### src/rtl/muldiv_unit.sv
// muldiv_unit: iterative RV32M/RV64M multiply/divide unit, one shift step per clock.
// Define MULDIV_RESULT_CACHE_EN to add a one-entry cache of the last completed division.
module muldiv_unit #(
    parameter int XLEN  = 32,
    parameter int CNT_W = $clog2(XLEN) + 1
) (
    input  logic            clk,
    input  logic            rst,
    input  logic            start,
    input  logic [2:0]      op,
    input  logic [XLEN-1:0] operand1,
    input  logic [XLEN-1:0] operand2,
    input  logic            flush,
    output logic            busy,
    output logic            done,
    output logic [XLEN-1:0] result
);

    typedef enum logic [1:0] {
        ST_IDLE = 2'd0,
        ST_MUL  = 2'd1,
        ST_DIV  = 2'd2,
        ST_DONE = 2'd3
    } state_t;

    localparam logic [2:0]       OP_MUL    = 3'b000;
    localparam logic [2:0]       OP_MULH   = 3'b001;
    localparam logic [2:0]       OP_MULHSU = 3'b010;
    localparam logic [2:0]       OP_DIV    = 3'b100;
    localparam logic [2:0]       OP_REM    = 3'b110;
    localparam logic [XLEN-1:0]  ZERO      = {XLEN{1'b0}};
    localparam logic [XLEN-1:0]  ONES      = {XLEN{1'b1}};
    localparam logic [XLEN-1:0]  MIN_NEG   = {1'b1, {(XLEN-1){1'b0}}};
    localparam logic [CNT_W-1:0] CNT_ZERO  = {CNT_W{1'b0}};
    localparam logic [CNT_W-1:0] CNT_ONE   = {{(CNT_W-1){1'b0}}, 1'b1};
    localparam logic [CNT_W-1:0] LAST_STEP = CNT_W'(XLEN - 1);

    function automatic logic [XLEN-1:0] neg_if(input logic [XLEN-1:0] v, input logic n);
        return n ? (~v + {{(XLEN-1){1'b0}}, 1'b1}) : v;
    endfunction

    function automatic logic [2*XLEN-1:0] neg_wide_if(input logic [2*XLEN-1:0] v, input logic n);
        return n ? (~v + {{(2*XLEN-1){1'b0}}, 1'b1}) : v;
    endfunction

    state_t             state_r, state_s;
    logic [2:0]         op_r;
    logic [CNT_W-1:0]   cnt_r;
    logic [2*XLEN-1:0]  acc_r;
    logic [XLEN-1:0]    opnd_r;
    logic               neg_r, rem_neg_r;
    logic [XLEN-1:0]    result_r, result_s;
    logic               load_s, step_s, result_we_s, cache_we_s;

    // Operand decode for the IDLE accept cycle
    logic            a_signed_s, b_signed_s, a_neg_s, b_neg_s;
    logic [XLEN-1:0] a_mag_s, b_mag_s;
    logic            div_zero_s, div_ovf_s, special_s;
    logic [XLEN-1:0] special_res_s;
    logic            cache_hit_s;
    logic [XLEN-1:0] cache_res_s;

    assign a_signed_s = (op == OP_MULH) || (op == OP_MULHSU) || (op == OP_DIV) || (op == OP_REM);
    assign b_signed_s = (op == OP_MULH) || (op == OP_DIV) || (op == OP_REM);
    assign a_neg_s    = a_signed_s & operand1[XLEN-1];
    assign b_neg_s    = b_signed_s & operand2[XLEN-1];
    assign a_mag_s    = neg_if(operand1, a_neg_s);
    assign b_mag_s    = neg_if(operand2, b_neg_s);
    assign div_zero_s = op[2] && (operand2 == ZERO);
    assign div_ovf_s  = op[2] && !op[0] && (operand1 == MIN_NEG) && (operand2 == ONES);
    assign special_s  = div_zero_s || div_ovf_s;

    // Results that bypass iteration: divide by zero and signed overflow
    always_comb begin
        special_res_s = ZERO;
        if (div_zero_s) begin
            special_res_s = op[1] ? operand1 : ONES;
        end else begin
            special_res_s = op[1] ? ZERO : operand1;
        end
    end

    // Multiply: acc holds {partial high, remaining multiplier bits}
    logic [XLEN:0]     mul_sum_s;
    logic [2*XLEN-1:0] mul_step_s, mul_full_s;
    assign mul_sum_s  = {1'b0, acc_r[2*XLEN-1:XLEN]} + (acc_r[0] ? {1'b0, opnd_r} : {(XLEN+1){1'b0}});
    assign mul_step_s = {mul_sum_s, acc_r[XLEN-1:1]};
    assign mul_full_s = neg_wide_if(mul_step_s, neg_r);

    // Divide: acc holds {partial remainder, dividend shifting into quotient}
    logic [XLEN:0]     div_shift_s, div_diff_s;
    logic [2*XLEN-1:0] div_step_s;
    logic [XLEN-1:0]   div_quo_s, div_rem_s;
    assign div_shift_s = {acc_r[2*XLEN-1:XLEN], acc_r[XLEN-1]};
    assign div_diff_s  = div_shift_s - {1'b0, opnd_r};
    assign div_step_s  = div_diff_s[XLEN] ? {div_shift_s[XLEN-1:0], acc_r[XLEN-2:0], 1'b0}
                                          : {div_diff_s[XLEN-1:0],  acc_r[XLEN-2:0], 1'b1};
    assign div_quo_s   = neg_if(div_step_s[XLEN-1:0], neg_r);
    assign div_rem_s   = neg_if(div_step_s[2*XLEN-1:XLEN], rem_neg_r);

    // Next-state and datapath control
    always_comb begin
        state_s     = state_r;
        load_s      = 1'b0;
        step_s      = 1'b0;
        result_we_s = 1'b0;
        result_s    = result_r;
        cache_we_s  = 1'b0;
        if (flush) begin
            state_s = ST_IDLE;
        end else begin
            case (state_r)
                ST_IDLE: begin
                    if (!start) begin
                        state_s = ST_IDLE;
                    end else if (special_s) begin
                        result_s    = special_res_s;
                        result_we_s = 1'b1;
                        state_s     = ST_DONE;
                    end else if (cache_hit_s) begin
                        result_s    = cache_res_s;
                        result_we_s = 1'b1;
                        state_s     = ST_DONE;
                    end else begin
                        load_s  = 1'b1;
                        state_s = op[2] ? ST_DIV : ST_MUL;
                    end
                end
                ST_MUL: begin
                    step_s = 1'b1;
                    if (cnt_r == LAST_STEP) begin
                        result_s    = (op_r == OP_MUL) ? mul_full_s[XLEN-1:0] : mul_full_s[2*XLEN-1:XLEN];
                        result_we_s = 1'b1;
                        state_s     = ST_DONE;
                    end else begin
                        state_s = ST_MUL;
                    end
                end
                ST_DIV: begin
                    step_s = 1'b1;
                    if (cnt_r == LAST_STEP) begin
                        result_s    = op_r[1] ? div_rem_s : div_quo_s;
                        result_we_s = 1'b1;
                        cache_we_s  = 1'b1;
                        state_s     = ST_DONE;
                    end else begin
                        state_s = ST_DIV;
                    end
                end
                ST_DONE: state_s = ST_IDLE;
                default: state_s = ST_IDLE;
            endcase
        end
    end

    // State register
    always_ff @(posedge clk or negedge rst) begin
        if (!rst) begin
            state_r <= ST_IDLE;
        end else begin
            state_r <= state_s;
        end
    end

    // Operand latch, iteration datapath and result register
    always_ff @(posedge clk or negedge rst) begin
        if (!rst) begin
            op_r      <= 3'b000;
            cnt_r     <= CNT_ZERO;
            acc_r     <= {(2*XLEN){1'b0}};
            opnd_r    <= ZERO;
            neg_r     <= 1'b0;
            rem_neg_r <= 1'b0;
            result_r  <= ZERO;
        end else begin
            if (load_s) begin
                op_r      <= op;
                cnt_r     <= CNT_ZERO;
                acc_r     <= op[2] ? {ZERO, a_mag_s} : {ZERO, b_mag_s};
                opnd_r    <= op[2] ? b_mag_s : a_mag_s;
                neg_r     <= a_neg_s ^ b_neg_s;
                rem_neg_r <= a_neg_s;
            end else if (step_s) begin
                acc_r <= (state_r == ST_MUL) ? mul_step_s : div_step_s;
                cnt_r <= cnt_r + CNT_ONE;
            end
            if (result_we_s) begin
                result_r <= result_s;
            end
        end
    end

`ifdef MULDIV_RESULT_CACHE_EN
    logic [XLEN-1:0] orig_a_r, orig_b_r;
    logic            cache_valid_r, cache_signed_r;
    logic [XLEN-1:0] cache_a_r, cache_b_r, cache_q_r, cache_rem_r;

    assign cache_hit_s = cache_valid_r && op[2] && (operand1 == cache_a_r) &&
                         (operand2 == cache_b_r) && (cache_signed_r == ~op[0]);
    assign cache_res_s = op[1] ? cache_rem_r : cache_q_r;

    // Raw operands are kept because the inputs may change while iterating
    always_ff @(posedge clk or negedge rst) begin
        if (!rst) begin
            orig_a_r       <= ZERO;
            orig_b_r       <= ZERO;
            cache_valid_r  <= 1'b0;
            cache_signed_r <= 1'b0;
            cache_a_r      <= ZERO;
            cache_b_r      <= ZERO;
            cache_q_r      <= ZERO;
            cache_rem_r    <= ZERO;
        end else begin
            if (load_s) begin
                orig_a_r <= operand1;
                orig_b_r <= operand2;
            end
            if (cache_we_s) begin
                cache_valid_r  <= 1'b1;
                cache_signed_r <= ~op_r[0];
                cache_a_r      <= orig_a_r;
                cache_b_r      <= orig_b_r;
                cache_q_r      <= div_quo_s;
                cache_rem_r    <= div_rem_s;
            end
        end
    end
`else
    logic cache_we_unused_s;
    assign cache_hit_s       = 1'b0;
    assign cache_res_s       = ZERO;
    assign cache_we_unused_s = cache_we_s;
`endif

    assign busy   = (state_r != ST_IDLE);
    assign done   = (state_r == ST_DONE);
    assign result = result_r;

endmodule

### config.mk
export PLATFORM = sky130hd
export DESIGN_NAME = muldiv_unit
export DESIGN_NICKNAME = d
export VERILOG_FILES = /design/src/rtl/muldiv_unit.sv
export SDC_FILE = /design/constraint.sdc
export NUM_CORES = 1
export LEC_CHECK = 0
export CORE_MARGIN = 1
export CORE_UTILIZATION = 65
export CTS_CLUSTER_DIAMETER = 100
export DETAILED_ROUTE_END_ITERATION = 8
export GPL_TIMING_DRIVEN = 0
export PLACE_DENSITY_LB_ADDON = 0.12
export SYNTH_ARGS = -nofsm -noshare
export SYNTH_HDL_FRONTEND = slang
export SYNTH_SLANG_ARGS = --single-unit
### constraint.sdc
create_clock -name clk -period 14 [get_ports clk]
set_clock_uncertainty 0.05 [all_clocks]
set_input_delay 2.8 -clock clk [delete_from_list [all_inputs] [get_ports clk]]
set_output_delay 2.8 -clock clk [all_outputs]
set_load 0.02 [all_outputs]
# ---- After elaboration in Yosys (flattened, before gate mapping)
# Cells that the tools add are included.
dict set report word_totals {
  reg_bits 141
  wordCells 100
}
dict set report classes {
  add_sub_neg 8
  eq_ne 14
  n_mux 42
  bitwise 9
  n_reduce_logical 19
}
# op n
set ops {}
lappend ops {{32-bit two-way mux} 16}
lappend ops {{64-bit two-way mux} 5}
lappend ops {{32-bit by 1-bit adder with 32-bit output (second input constant)} 4}
lappend ops {{32-bit NOT} 4}
lappend ops {{32-bit case mux with 3 select lines} 1}
lappend ops {{64-bit by 1-bit adder with 64-bit output (second input constant)} 1}
lappend ops {{32-bit == test (second input constant)} 2}
lappend ops {{64-bit NOT} 1}
lappend ops {{32-bit by 32-bit adder with 33-bit output} 1}
lappend ops {{33-bit by 32-bit subtractor with 33-bit output} 1}
lappend ops {{32-bit zero test} 1}
lappend ops {{6-bit two-way mux} 2}
lappend ops {{1-bit two-way mux} 11}
lappend ops {{2-bit two-way mux} 5}
lappend ops {{2-bit != test (second input constant)} 4}
lappend ops {{2-bit case mux with 4 select lines} 1}
lappend ops {{7-bit AND reduction} 1}
lappend ops {{6-bit by 1-bit adder with 6-bit output (second input constant)} 1}
lappend ops {{3-bit == test (second input constant)} 2}
lappend ops {{6-bit by 5-bit == test with 1-bit output (second input constant)} 1}
lappend ops {{1-bit logical OR} 6}
lappend ops {{2-bit == test (second input constant)} 2}
lappend ops {{1-bit logical AND} 4}
lappend ops {{2-bit nonzero test} 2}
lappend ops {{other kinds (12)} 13}

# ---- Logic depth before layout (Yosys ltp)
# Gate-level depths: netlist of the first run.
dict set report logic_depth {
  depth_word 10
  ltp_mapped 23
}

# ---- Least setup slack after synthesis of the first run
# Ideal clock, no wire load.
dict set report synth_path {
  path_kind {input to register}
  startpoint {input operand2[8]}
  endpoint {register result_r[31], in the netlist result[31]}
  t_arrival_ns 5.513
  t_required_ns 13.863
  setup_slack_ns 8.351
  stages 13
  path_buffers 2
  cell_sequence {nor3_1 > nand2b_1 > or2_2 > nor3_1 > nor3b_1 > and3_1 > clkbuf_1 > clkbuf_1 > maj3_1 > nor2_1 > mux2i_1 > o311ai_0 > o211ai_1}
}
dict set report synth_via {
  elab_chain_cells 8
}
# item line
set synth_rtl {}
lappend synth_rtl {{start: declaration} 12} ;# input logic [XLEN-1:0] operand2,
lappend synth_rtl {{32-bit == test / 32-bit zero test (equally long branches)} {70, 69}}
lappend synth_rtl {{1-bit logical AND, on equally long branches} {70, 69}}
lappend synth_rtl {{1-bit logical OR} 71} ;# assign special_s = div_zero_s || div_ovf_s;
lappend synth_rtl {{1-bit two-way mux} 116} ;# end else if (special_s) begin
lappend synth_rtl {{1-bit two-way mux} 114} ;# if (!start) begin
lappend synth_rtl {{1-bit case mux with 2 select lines} 112} ;# case (state_r)
lappend synth_rtl {{1-bit two-way mux} 109} ;# if (flush) begin
lappend synth_rtl {{7-bit AND reduction (no line)} -}
lappend synth_rtl {{end signal: assignment} 188} ;# result_r <= result_s;
lappend synth_rtl {{end: declaration} 52} ;# logic [XLEN-1:0] result_r, result_s;
# Parallel ways exist; a longest one is shown, timed or not. The select of a mux whose other input is x is not followed.
# A chain may end at the register's enable or synchronous reset.

# ---- Worst setup path after layout of the first run
dict set report layout_path {
  startpoint {register acc_r[31]}
  endpoint {register result_r[30], in the netlist result[30]}
}
dict set report layout_via {
  elab_chain_cells 8
}
# item line
set layout_rtl {}
lappend layout_rtl {{start: declaration} 49} ;# logic [2*XLEN-1:0] acc_r;
lappend layout_rtl {{start signal: assignment} 170} ;# acc_r <= {(2*XLEN){1'b0}};
lappend layout_rtl {{start signal: assignment} 179} ;# acc_r <= op[2] ? {ZERO, a_mag_s} : {ZERO, b_mag_s};
lappend layout_rtl {{start signal: assignment} 184} ;# acc_r <= (state_r == ST_MUL) ? mul_step_s : div_step_s;
lappend layout_rtl {{33-bit by 32-bit subtractor with 33-bit output} 95} ;# assign div_diff_s = div_shift_s - {1'b0, opnd_r};
lappend layout_rtl {{64-bit two-way mux} 96} ;# assign div_step_s = div_diff_s[XLEN] ? {div_shift_s[XLEN-1:0], acc_r[XLEN-2:0], 1'b0}
lappend layout_rtl {{32-bit NOT} 39} ;# return n ? (~v + {{(XLEN-1){1'b0}}, 1'b1}) : v;
lappend layout_rtl {{32-bit by 1-bit adder with 32-bit output} 39}
lappend layout_rtl {{32-bit two-way mux} 39}
lappend layout_rtl {{32-bit two-way mux} 142} ;# result_s = op_r[1] ? div_rem_s : div_quo_s;
lappend layout_rtl {{32-bit two-way mux} 141} ;# if (cnt_r == LAST_STEP) begin
lappend layout_rtl {{32-bit case mux with 3 select lines *} 112}
# Mark *: on every way between the ends. The rest lies on a longest branch, timed or not. The select of a mux whose other input is x is not followed.

==> key figures, run 1 <==
Outcome
  • Status: completed

Power
  • PD cells: 225 nW/um^2
  • VDD IR max: 104 uV
  • Total power draw: 4380 uW
  • Leak: 0.00763 uW

Final layout
  • Area Growth Syn to Fin: 11.8%
  • Design area: 19400 um^2
  • Ratio of cells with drive above 1 in the final layout: 3.75%
  • Fin nets: 2720

Timing
  • Setup TNS: 0 ps
  • Slew Limit Fails: 0
  • Tightest Pin Transition: 1130 ps
  • RSZ-0062 raised after global routing: false
  • Fmax: 124 MHz
  • Min cycle time layout: 8080 ps
  • # setup viols final: 0
  • Final Hold Fails: 0
  • Slew margin rel.: 24.3%
  • Final period utilization: 57.7%
  • Final worst-path setup slack: 5920 ps

Die
  • DIE WIDTH: 166 um
  • Initial Utilization: 66.5%
  • Core Footprint: 26100 um^2
  • Ports: 105
  • Row count: 59
  • Die area: 27400 um^2
  • Die height: 166 um

Placed design
  • Port Buffers: 101
  • Placed cell areas: 18800 um^2
  • Post-DP HPWL: 57.1 mm
  • Place WS: 6330 ps
  • Routability cong.: 1.13

Yosys
  • Yosys cell types: 91
  • Sequential area share after synthesis: 20.3%
  • Synth cell count leaders: 338 x nand2_1, 248 x o21ai_0, 222 x nor2_1, 210 x a21oi_1, 154 x clkbuf_1
  • Synth Instances: 2451
  • Synth Flop Type: dfrtp_1
  • Cell taking the most area after synthesis: dfrtp_1
  • Ranking of synthesized cells by area: dfrtp_1 20%, nand2_1 7.3%, o21ai_0 7.1%
  • Most common cell in the netlist: nand2_1
  • Synth Cell Area: 17400 um^2
  • Seq cells post-synth: 141
  • EDFF count, synth: 0
  • Syn_area_per_cell: 7.09 um^2
  • Syn nets: 2599
  • Yosys warns: 0
  • Post-synth ARST share: 100%
  • Yosys top cell area share: 20.3%

Critical path
  • Critical-path maximum fanout: 10
  • Worst R2R Start: acc_r[31]
  • Crit path from: acc_r[31]
  • Worst Setup Start Kind: register
  • Worst Path Arrival: 8370 ps
  • Critical Path End Type: register
  • WP data required: 14290 ps
  • CP Class: reg -> reg

Drt
  • Remaining DRCs: 0
  • Routed wire length: 74.3 mm
  • Average wire per standard cell: 25.4 um
  • Via count: 20900
  • 1st-pass router iterations: 7
  • Initial drt markers: 2813
  • Vias/cell: 7.15
  • Antenna-violating nets left: 0

Clock tree
  • Clk_lat worst skew: 460 ps
  • Clock tree buffer depth: 2
  • H-tree depth reported by CTS: 4
  • CTS resizes: 0
  • Worst-path clk slew: 70 ps
  • Clock Tree Root: clkbuf_16
  • Hold_buf cts: 0
  • CTS tree: done
  • Sink Count: 141
  • CTS buffer count: 17
  • Buffer count from post-CTS setup fixing: 0

Global routing
  • Largest net degree at the start of global routing: 94
  • Initial antenna violation count: 4
  • Number of global-route vias before repair: 19400
  • First-pass GRT wire length: 110 mm
  • GRT Total Usage: 54.1%
  • Total grt overflow: 0

Job
  • Max_cap viols: 0

Min path
  • Hold_sp: result[3]
  • Worst hold path type: reg -> reg
metal layers:
metal,share of wire [%],track usage (%),vias to the layer above
met5,0,0.189,-
met4,9.7,46.5,0
met3,14,16.8,504
met2,42,80.5,1805
met1,35,63.0,9483
li1,-,-,9095
placed cells by master, fill, tap and decap left out, drive strengths merged, types with 21 or more instances in the layout:
cell,n
a211oi,27
a21oi,212
a221oi,21
and2,21
buf,30
clkbuf,174
clkdlybuf4s50,100
dfrtp,141
ha,75
inv,85
maj3,26
mux2i,60
nand2,338
nand3,44
nand4,25
nor2,222
nor3,64
nor4,24
o211ai,73
o21ai,252
o31ai,35
or3,41
xnor2,116
xor2,94
cells by family after synthesis:
| kind of cell | after synthesis | share of synthesized area [%] |
|---|---|---|
| xor gates and xnor gates | 210 | 10.6 |
| AOI/OAI and AO/OA | 779 | 28.1 |
| and+or+nand+nor | 877 | 23.3 |
| DFF | 141 | 20.3 |
| adders and majority gates | 103 | 7.12 |
| muxes | 78 | 4.68 |
| buffers and inverters | 263 | 5.93 |
power by group:
group | total [uW] | internal [uW] | leakage (uW) | switching [uW]
clock | 478 | 258 | 0.000279 | 219
sequential | 637 | 505 | 0.00184 | 131
combinational | 3270 | 1100 | 0.00551 | 2170
sequential cells by signal, indices dropped and copies added, names as in the netlist:
register,flops
acc_r,64
cnt_r,6
neg_r,1
op_r,3
opnd_r,32
rem_neg_r,1
result,32
state_r,2
metrics by stage:
step | cells | util (%) | hold WS [ps]
floorplan | 2451 | - | 400
global placement | 2887 | 72.0 | 423
detailed placement | 2888 | 72.1 | 427
CTS | 2920 | 74.4 | 442
global route | 2920 | 74.4 | 475
finish | 2922 | 74.4 | 451
path summary, 6_finish.rpt:
kind	end	slack, ps	depth (start not counted)
setup / recovery	result[30]	5920	23
setup reg to reg	result[30]	5920	23
hold / removal	result[3]	450	2
max in group asynchronous	result[24]	10730	2
min in group asynchronous	opnd_r[7]	2230	1
hold reg to reg	result[3]	450	2
area by class of cell:
| class | instances | area [um^2] |
|---|---|---|
| Antenna cell | 2 | 5.00 |
| Buffer | 183 | 731 |
| Clock buffer | 19 | 453 |
| Clock inverter | 13 | 130 |
| Fill cell | 2127 | 6700 |
| Inverter | 80 | 300 |
| Multi-Input combinational cell | 2047 | 12800 |
| Sequential cell | 141 | 3530 |
| Tap cell | 335 | 419 |
| Timing Repair Buffer | 102 | 1040 |
critical path, cell delays in order, from the launching register on:
cell	delay (ps)
dfrtp_1	420
clkbuf_1	700
inv_1	110
ha_1	300
fa_1	480
nand2b_1	220
a21oi_2	300
o211ai_1	280
a31oi_1	680
a21boi_1	220
xnor2_1	190
inv_1	120
buf_4	240
clkbuf_1	790
buf_1	690
ha_1	510
inv_1	130
nand2_1	270
nand2_1	110
xnor2_1	280
o221ai_1	150
o31ai_1	290
a31oi_1	140
a41o_1	260
Note: power is estimated with default switching activity, not from simulation.
==> run 2, diff against run 1 <==
--- a/config.mk
+++ b/config.mk
@@ -6,7 +6,7 @@
 export NUM_CORES = 1
 export LEC_CHECK = 0
 export CORE_MARGIN = 1
-export CORE_UTILIZATION = 65
+export CORE_UTILIZATION = 62
 export CTS_CLUSTER_DIAMETER = 100
 export DETAILED_ROUTE_END_ITERATION = 8
 export GPL_TIMING_DRIVEN = 0
==> constraint.sdc (replaced) <==
create_clock -name clk -period 7.9 [get_ports clk]
set_clock_uncertainty 0.05 [all_clocks]
set_input_delay 1.58 -clock clk [delete_from_list [all_inputs] [get_ports clk]]
set_output_delay 1.58 -clock clk [all_outputs]
set_load 0.02 [all_outputs]
==> run 2 against run 1 <==
Global-route usage shrank 1.0 points. Final cell count grew 1.2%. Critical path depth shrank 4. Cell area grew 0.18%. Sequential share of layout area is essentially flat. Sequential power grew 77%. Hold slack lost 15 ps. Largest cell class unchanged. First-iteration DRC count grew 15%. Combinational power grew 78%.
==> key figures, run 2 (synthesis results as in run 1) <==
Outcome
  • Status: completed

Power
  • PD cells: 401 nW/um^2 (+78%)
  • Internal: 3290 uW (+77%)
  • VDD IR max: 235 uV (+130%)
  • Sw frac: 57.8% (+0.35 points)
  • Sw Pwr: 4510 uW (+79%)
  • Seq pwr share: 14.5% (about the same)
  • Comb pwr share: 74.7% (about the same)
  • Leak: 0.00762 uW (about the same)
  • Part of the power in the clock network: 10.7% (-0.2 points)

Clock tree
  • Sink Count: 141 (unchanged)
  • CTS resizes: 0 (unchanged)
  • Worst-path clk slew: 70 ps (about the same)
  • Clock Tree Root: clkbuf_16
  • H-tree depth reported by CTS: 4 (unchanged)
  • CTS tree: done
  • Buffer count from post-CTS setup fixing: 0 (unchanged)
  • Hold_buf cts: 0 (unchanged)
  • Clk_lat worst skew: 450 ps (about the same)
  • CTS buffer count: 17 (unchanged)
  • Clock tree buffer depth: 2 (unchanged)

Critical path
  • Cell Chain, Critical Path: clkbuf_1 -> inv_1 -> ha_1 -> fa_1 -> nand2b_1 -> a21oi_2 -> o211ai_1 -> a31oi_1 -> a21boi_1 -> xnor2_1 -> inv_1 -> buf_4 -> clkbuf_1 -> buf_1 -> ha_1 -> a211oi_1 -> a21oi_1 -> a221oi_1 -> o21ai_0
  • Critical Path End Type: register
  • Worst Setup Start Kind: register
  • WP data required: 8160 ps (-6130 ps)
  • CP Class: reg -> reg
  • Slowest stage delay, CP: 940 ps (+150 ps)
  • Worst Path Arrival: 8150 ps (-220 ps)
  • CP max-delay cell: a211oi_1
  • Critical-path maximum fanout: 10 (unchanged)
  • R2R Setup Slk: 10 ps (-5910 ps)

Final layout
  • Leading cell types in the layout, fill and taps excluded: 338 x nand2_1, 248 x o21ai_0, 222 x nor2_1
  • Fin nets: 2720 (unchanged)
  • Ratio of cells with drive above 1 in the final layout: 3.71% (-0.039 points)
  • Leading cell type in the layout, fill and taps excluded: nand2_1
  • Area Growth Syn to Fin: 12.0%
  • Largest register FFs: 64 (unchanged)
  • Fin cells: 2958 (+1.2%)
  • Fill cells: 2238 (+5.2%)
  • Largest reg by FF count: acc_r

Global routing
  • Largest net degree at the start of global routing: 85 (-9.6%)
  • Number of global-route vias before repair: 19600 (+1.5%)
  • Initial antenna violation count: 1 (-3)
  • GRT Total Usage: 53.1% (-1.0 points)
  • Total grt overflow: 0 (unchanged)
  • First-pass GRT wire length: 114 mm (+3.6%)

Placed design
  • Routability cong.: 1.06 (-6.3%)
  • Placed Cells: 2925 (+1.3%)
  • Port Buffers: 101 (unchanged)
  • Post-DP HPWL: 59.1 mm (+3.5%)

Die
  • Core Footprint: 27300 um^2 (+4.3%)
  • DIE WIDTH: 169 um (+2.4%)
  • Initial Utilization: 63.8% (-2.7 points)
  • Ports: 105 (unchanged)
  • Die area: 28700 um^2 (+4.8%)
  • Row count: 60 (+1.7%)
  • Die height: 169 um (+2.4%)

Drt
  • Antenna-violating nets left: 0 (unchanged)
  • 1st-pass router iterations: 9 (+2)
  • Vias/cell: 7.05 (-1.4%)
  • Remaining DRCs: 0 (unchanged)
  • Average wire per standard cell: 25.6 um (+0.89%)
  • Via count: 20800 (-0.21%)
  • Initial drt markers: 3231 (+15%)
  • Routed wire length: 75.8 mm (+2.1%)

Timing
  • Fmax: 127 MHz (+2.4%)
  • Final hold slack: 435 ps (-15.3 ps)
  • Min cycle time layout: 7890 ps (-192 ps)
  • Slew margin rel.: 14.4% (-9.9 points)
  • Slew Limit Fails: 0 (unchanged)
  • # setup viols final: 0 (unchanged)
  • Final Hold Fails: 0 (unchanged)
  • Final period utilization: 99.8% (+42 points)
  • Setup TNS: 0 ps (unchanged)
  • Tightest Pin Transition: 1270 ps (+145 ps)
  • RSZ-0062 raised after global routing: false

Job
  • Max_cap viols: 0 (unchanged)

Min path
  • Worst hold path type: reg -> reg
## run 2: cell types whose count changed in the layout (fill, tap and decap cells not counted)
cell	delta
clkbuf_8	-2
clkbuf_1	+1
clkinv_2	-1
diode_2	-1
inv_6	+1
inv_8	+1
## run 2: final cells by class
| cell class | count | area (um^2) | area share, % |
|---|---|---|---|
| Antenna cell | 1 | 2.50 | 0.0129 |
| Buffer | 183 | 731 | 3.75 |
| Clock buffer | 18 | 429 | 2.20 |
| Clock inverter | 14 | 145 | 0.745 |
| Inverter | 80 | 300 | 1.54 |
| Multi-Input combinational cell | 2047 | 12800 | 65.9 |
| Sequential cell | 141 | 3530 | 18.1 |
| Tap cell | 372 | 465 | 2.39 |
| Timing Repair Buffer | 102 | 1040 | 5.34 |
## run 2: path summary, 6_finish.rpt
kind / start / end / depth (start not counted)
worst max-delay path: acc_r[31] / result[1] / 19
worst min-delay path: result[2] / result[2] / 2
worst max register to register: acc_r[31] / result[1] / 19
worst min register to register: result[2] / result[2] / 2
max in group asynchronous: rst / cnt_r[3] / 2
min in group asynchronous: rst / result[8] / 1
## run 2: through the flow
| stage | worst slack, ps | power, uW | cell area [um^2] | util, % |
|---|---|---|---|---|
| floorplan | 3060 | 4960 | 17400 | - |
| global placement | -468 | 6420 | 18900 | 69.2 |
| detailed placement | 819 | 6560 | 18900 | 69.3 |
| CTS | 762 | 7410 | 19500 | 71.4 |
| global route | 123 | 8110 | 19500 | 71.4 |
| finish | 13.6 | 7800 | 19500 | 71.5 |
## run 2: power groups by stage
stage | combinational (uW) | sequential, uW | clock [uW]
2_1_floorplan | 3940 | 1020 | 0
3_3_place_gp | 5310 | 1110 | 0
3_5_place_dp | 5440 | 1120 | 0
4_1_cts | 5490 | 1100 | 816
5_1_grt | 6130 | 1140 | 843
6_report | 5830 | 1130 | 838
## run 2: per-layer routing
metal / track usage, % / wire (um) / vias up
li1: - / - / 9087
met1: 63.9 / 27000 / 9507
met2: 80.6 / 32100 / 1798
met3: 14.7 / 10400 / 449
met4: 40.2 / 6300 / 2
met5: 0 / 23 / -
## run 2: worst max-delay path: cells and delay by family (launching register included)
| kind | cells | cell delay (ps) |
|---|---|---|
| AOI/OAI and AO/OA | 8 | 3050 |
| adders and majority gates | 3 | 1160 |
| DFF | 1 | 370 |
| and+or+nand+nor | 1 | 210 |
| xor gates and xnor gates | 1 | 180 |
| buffers and inverters | 6 | 2700 |
==> RTL change, RTL diff (settings of run 2) <==
Change the parameter `XLEN` from 32 to 16.
--- a/src/rtl/muldiv_unit.sv
+++ b/src/rtl/muldiv_unit.sv
@@ -2,5 +2,5 @@
 // Define MULDIV_RESULT_CACHE_EN to add a one-entry cache of the last completed division.
 module muldiv_unit #(
-    parameter int XLEN  = 32,
+    parameter int XLEN  = 16,
     parameter int CNT_W = $clog2(XLEN) + 1
 ) (
Interface: changed (resized operand1, operand2 and result); port bits go from 105 to 57. No check against the original RTL was run, so the function may have changed too.
==> RTL change against run 2 <==
Sequential cell count decreased by 65. Final area fell by 50%. Highest routed layer is now met4. Total power down 61%. Sequential share of layout area increased by 1.5 points. Non-clock buffer count down 151. Largest power group unchanged. Worst setup slack improved by 2.7 ns. Wire length is 60% lower. Synthesized area decreased by 51%. Cell count down 52%.
==> RTL change: results <==
[finish]
nNetsFinal = 1312
antenna_cells = 0
drive_above_1_share = 0.0406

[global_routing]
grt_max_degree = 48
antenna_found_initial = 0
grtUsageTotal = 0.431
grt_pass1_vias = 8794
grt_pass1_wl_um = 46800

[place]
hpwl_um = 23400
pre_cts_ws_ns = 2.53
finalWeightedCongestion = 1.03
portBuffers = 55

[routing]
routed_wirelength_um = 30300
top_layer = "met4"
wl_met1_um = 12300
via_per_inst = 6.63
drt_iter0_drc = 1000
drt-pass1-iter-count = 6

[timing]
maxSlewHeadroom = 0.441

[setup_path]
r2r_slack_ns = 2.67
rr_worst_depth = 21
worstPathArrival_ns = 5.42
crit_start = "acc_r[15]"
reg2reg_to = "result[12]"

[pwr]
total_leakage_power_nw = 3.89
irDropWorstVdd_mv = 0.177

[synthesis]
yosysTopAreaCellShare = 0.221
async_reset_ff_frac = 1.00
synthTopCellsByCount = "143 x nand2_1, 111 x o21ai_0, 100 x nor2_1, 88 x a21oi_1, 76 x dfrtp_1"
synth_cell_types = 78

[clocking]
htree_num_levels = 3
clock_latency_ns = 0.36
cts_buffers = 9

[outcome]
status = "finished clean"
RTL change: changes by cell type after synthesis, moves of 65 or more:
cell      delta
nand2_1    -195
o21ai_0    -137
a21oi_1    -122
nor2_1     -122
clkbuf_1    -97
dfrtp_1     -65
RTL change: how the worst min path moves through the flow:
stage	startpoint	endpoint	slack, ns	cells past startpoint
2_1_floorplan	opnd_r[12]	opnd_r[12]	0.40	2
3_3_place_gp	opnd_r[9]	opnd_r[9]	0.41	2
3_5_place_dp	result[10]	result[10]	0.42	2
4_1_cts	result[10]	result[10]	0.44	2
5_1_grt	opnd_r[5]	opnd_r[5]	0.46	2
6_report	result[10]	result[10]	0.44	2
RTL change: area by class of cell:
| type | instances | area [um^2] |
|---|---|---|
| plain buffers | 78 | 323 |
| flip-flops and latches | 76 | 1900 |
| clock inverters | 7 | 90.1 |
| well taps | 176 | 220 |
| multi-input cells | 956 | 6180 |
| fillers | 1129 | 3680 |
| repair buffers | 56 | 576 |
| inverters | 50 | 200 |
| clock buffers | 9 | 225 |
RTL change: power by group through the flow:
stage	Sequential (mW)	Combinational (mW)	Clock, mW
2_1_floorplan	0.535	1.44	0
3_3_place_gp	0.563	1.91	0
3_5_place_dp	0.568	1.95	0
4_1_cts	0.560	1.96	0.452
5_1_grt	0.574	2.17	0.469
6_report	0.567	2.02	0.455
RTL change: stage by stage:
| step | std cells | util | area (um^2) |
|---|---|---|---|
| 2_1_floorplan | 1160 | - | 8610 |
| 3_3_place_gp | 1391 | 0.700 | 9380 |
| 3_5_place_dp | 1392 | 0.702 | 9400 |
| 4_1_cts | 1408 | 0.725 | 9720 |
| 5_1_grt | 1408 | 0.725 | 9720 |
| 6_report | 1408 | 0.725 | 9720 |
RTL change: worst max-delay path, stage by stage, from the launching register on:
cell,delay (ns)
dfrtp_1,0.32
clkbuf_1,0.51
inv_1,0.10
ha_1,0.26
fa_1,0.41
nand2b_1,0.20
a21o_1,0.21
a21oi_1,0.24
a211o_1,0.18
nand3_1,0.16
and2_1,0.19
clkbuf_1,0.14
buf_2,0.26
buf_2,0.26
inv_1,0.12
ha_1,0.30
nand3_1,0.17
o31ai_1,0.28
xor2_1,0.19
o22ai_1,0.10
a221oi_1,0.34
a21oi_1,0.11
RTL change: cells by family after synthesis:
kind of cell,synth area share
xor gates and xnor gates,0.108
AOI/OAI and AO/OA,0.256
adders and majority gates,0.0861
and+or+nand+nor,0.213
buffers and inverters,0.0608
DFF,0.221
muxes,0.0548
RTL change: metal layers:
layer  vias up  track usage
li1       4293            -
met1      4325        0.553
met2       569        0.655
met3       152       0.0922
met4         0        0.277
met5         -            0
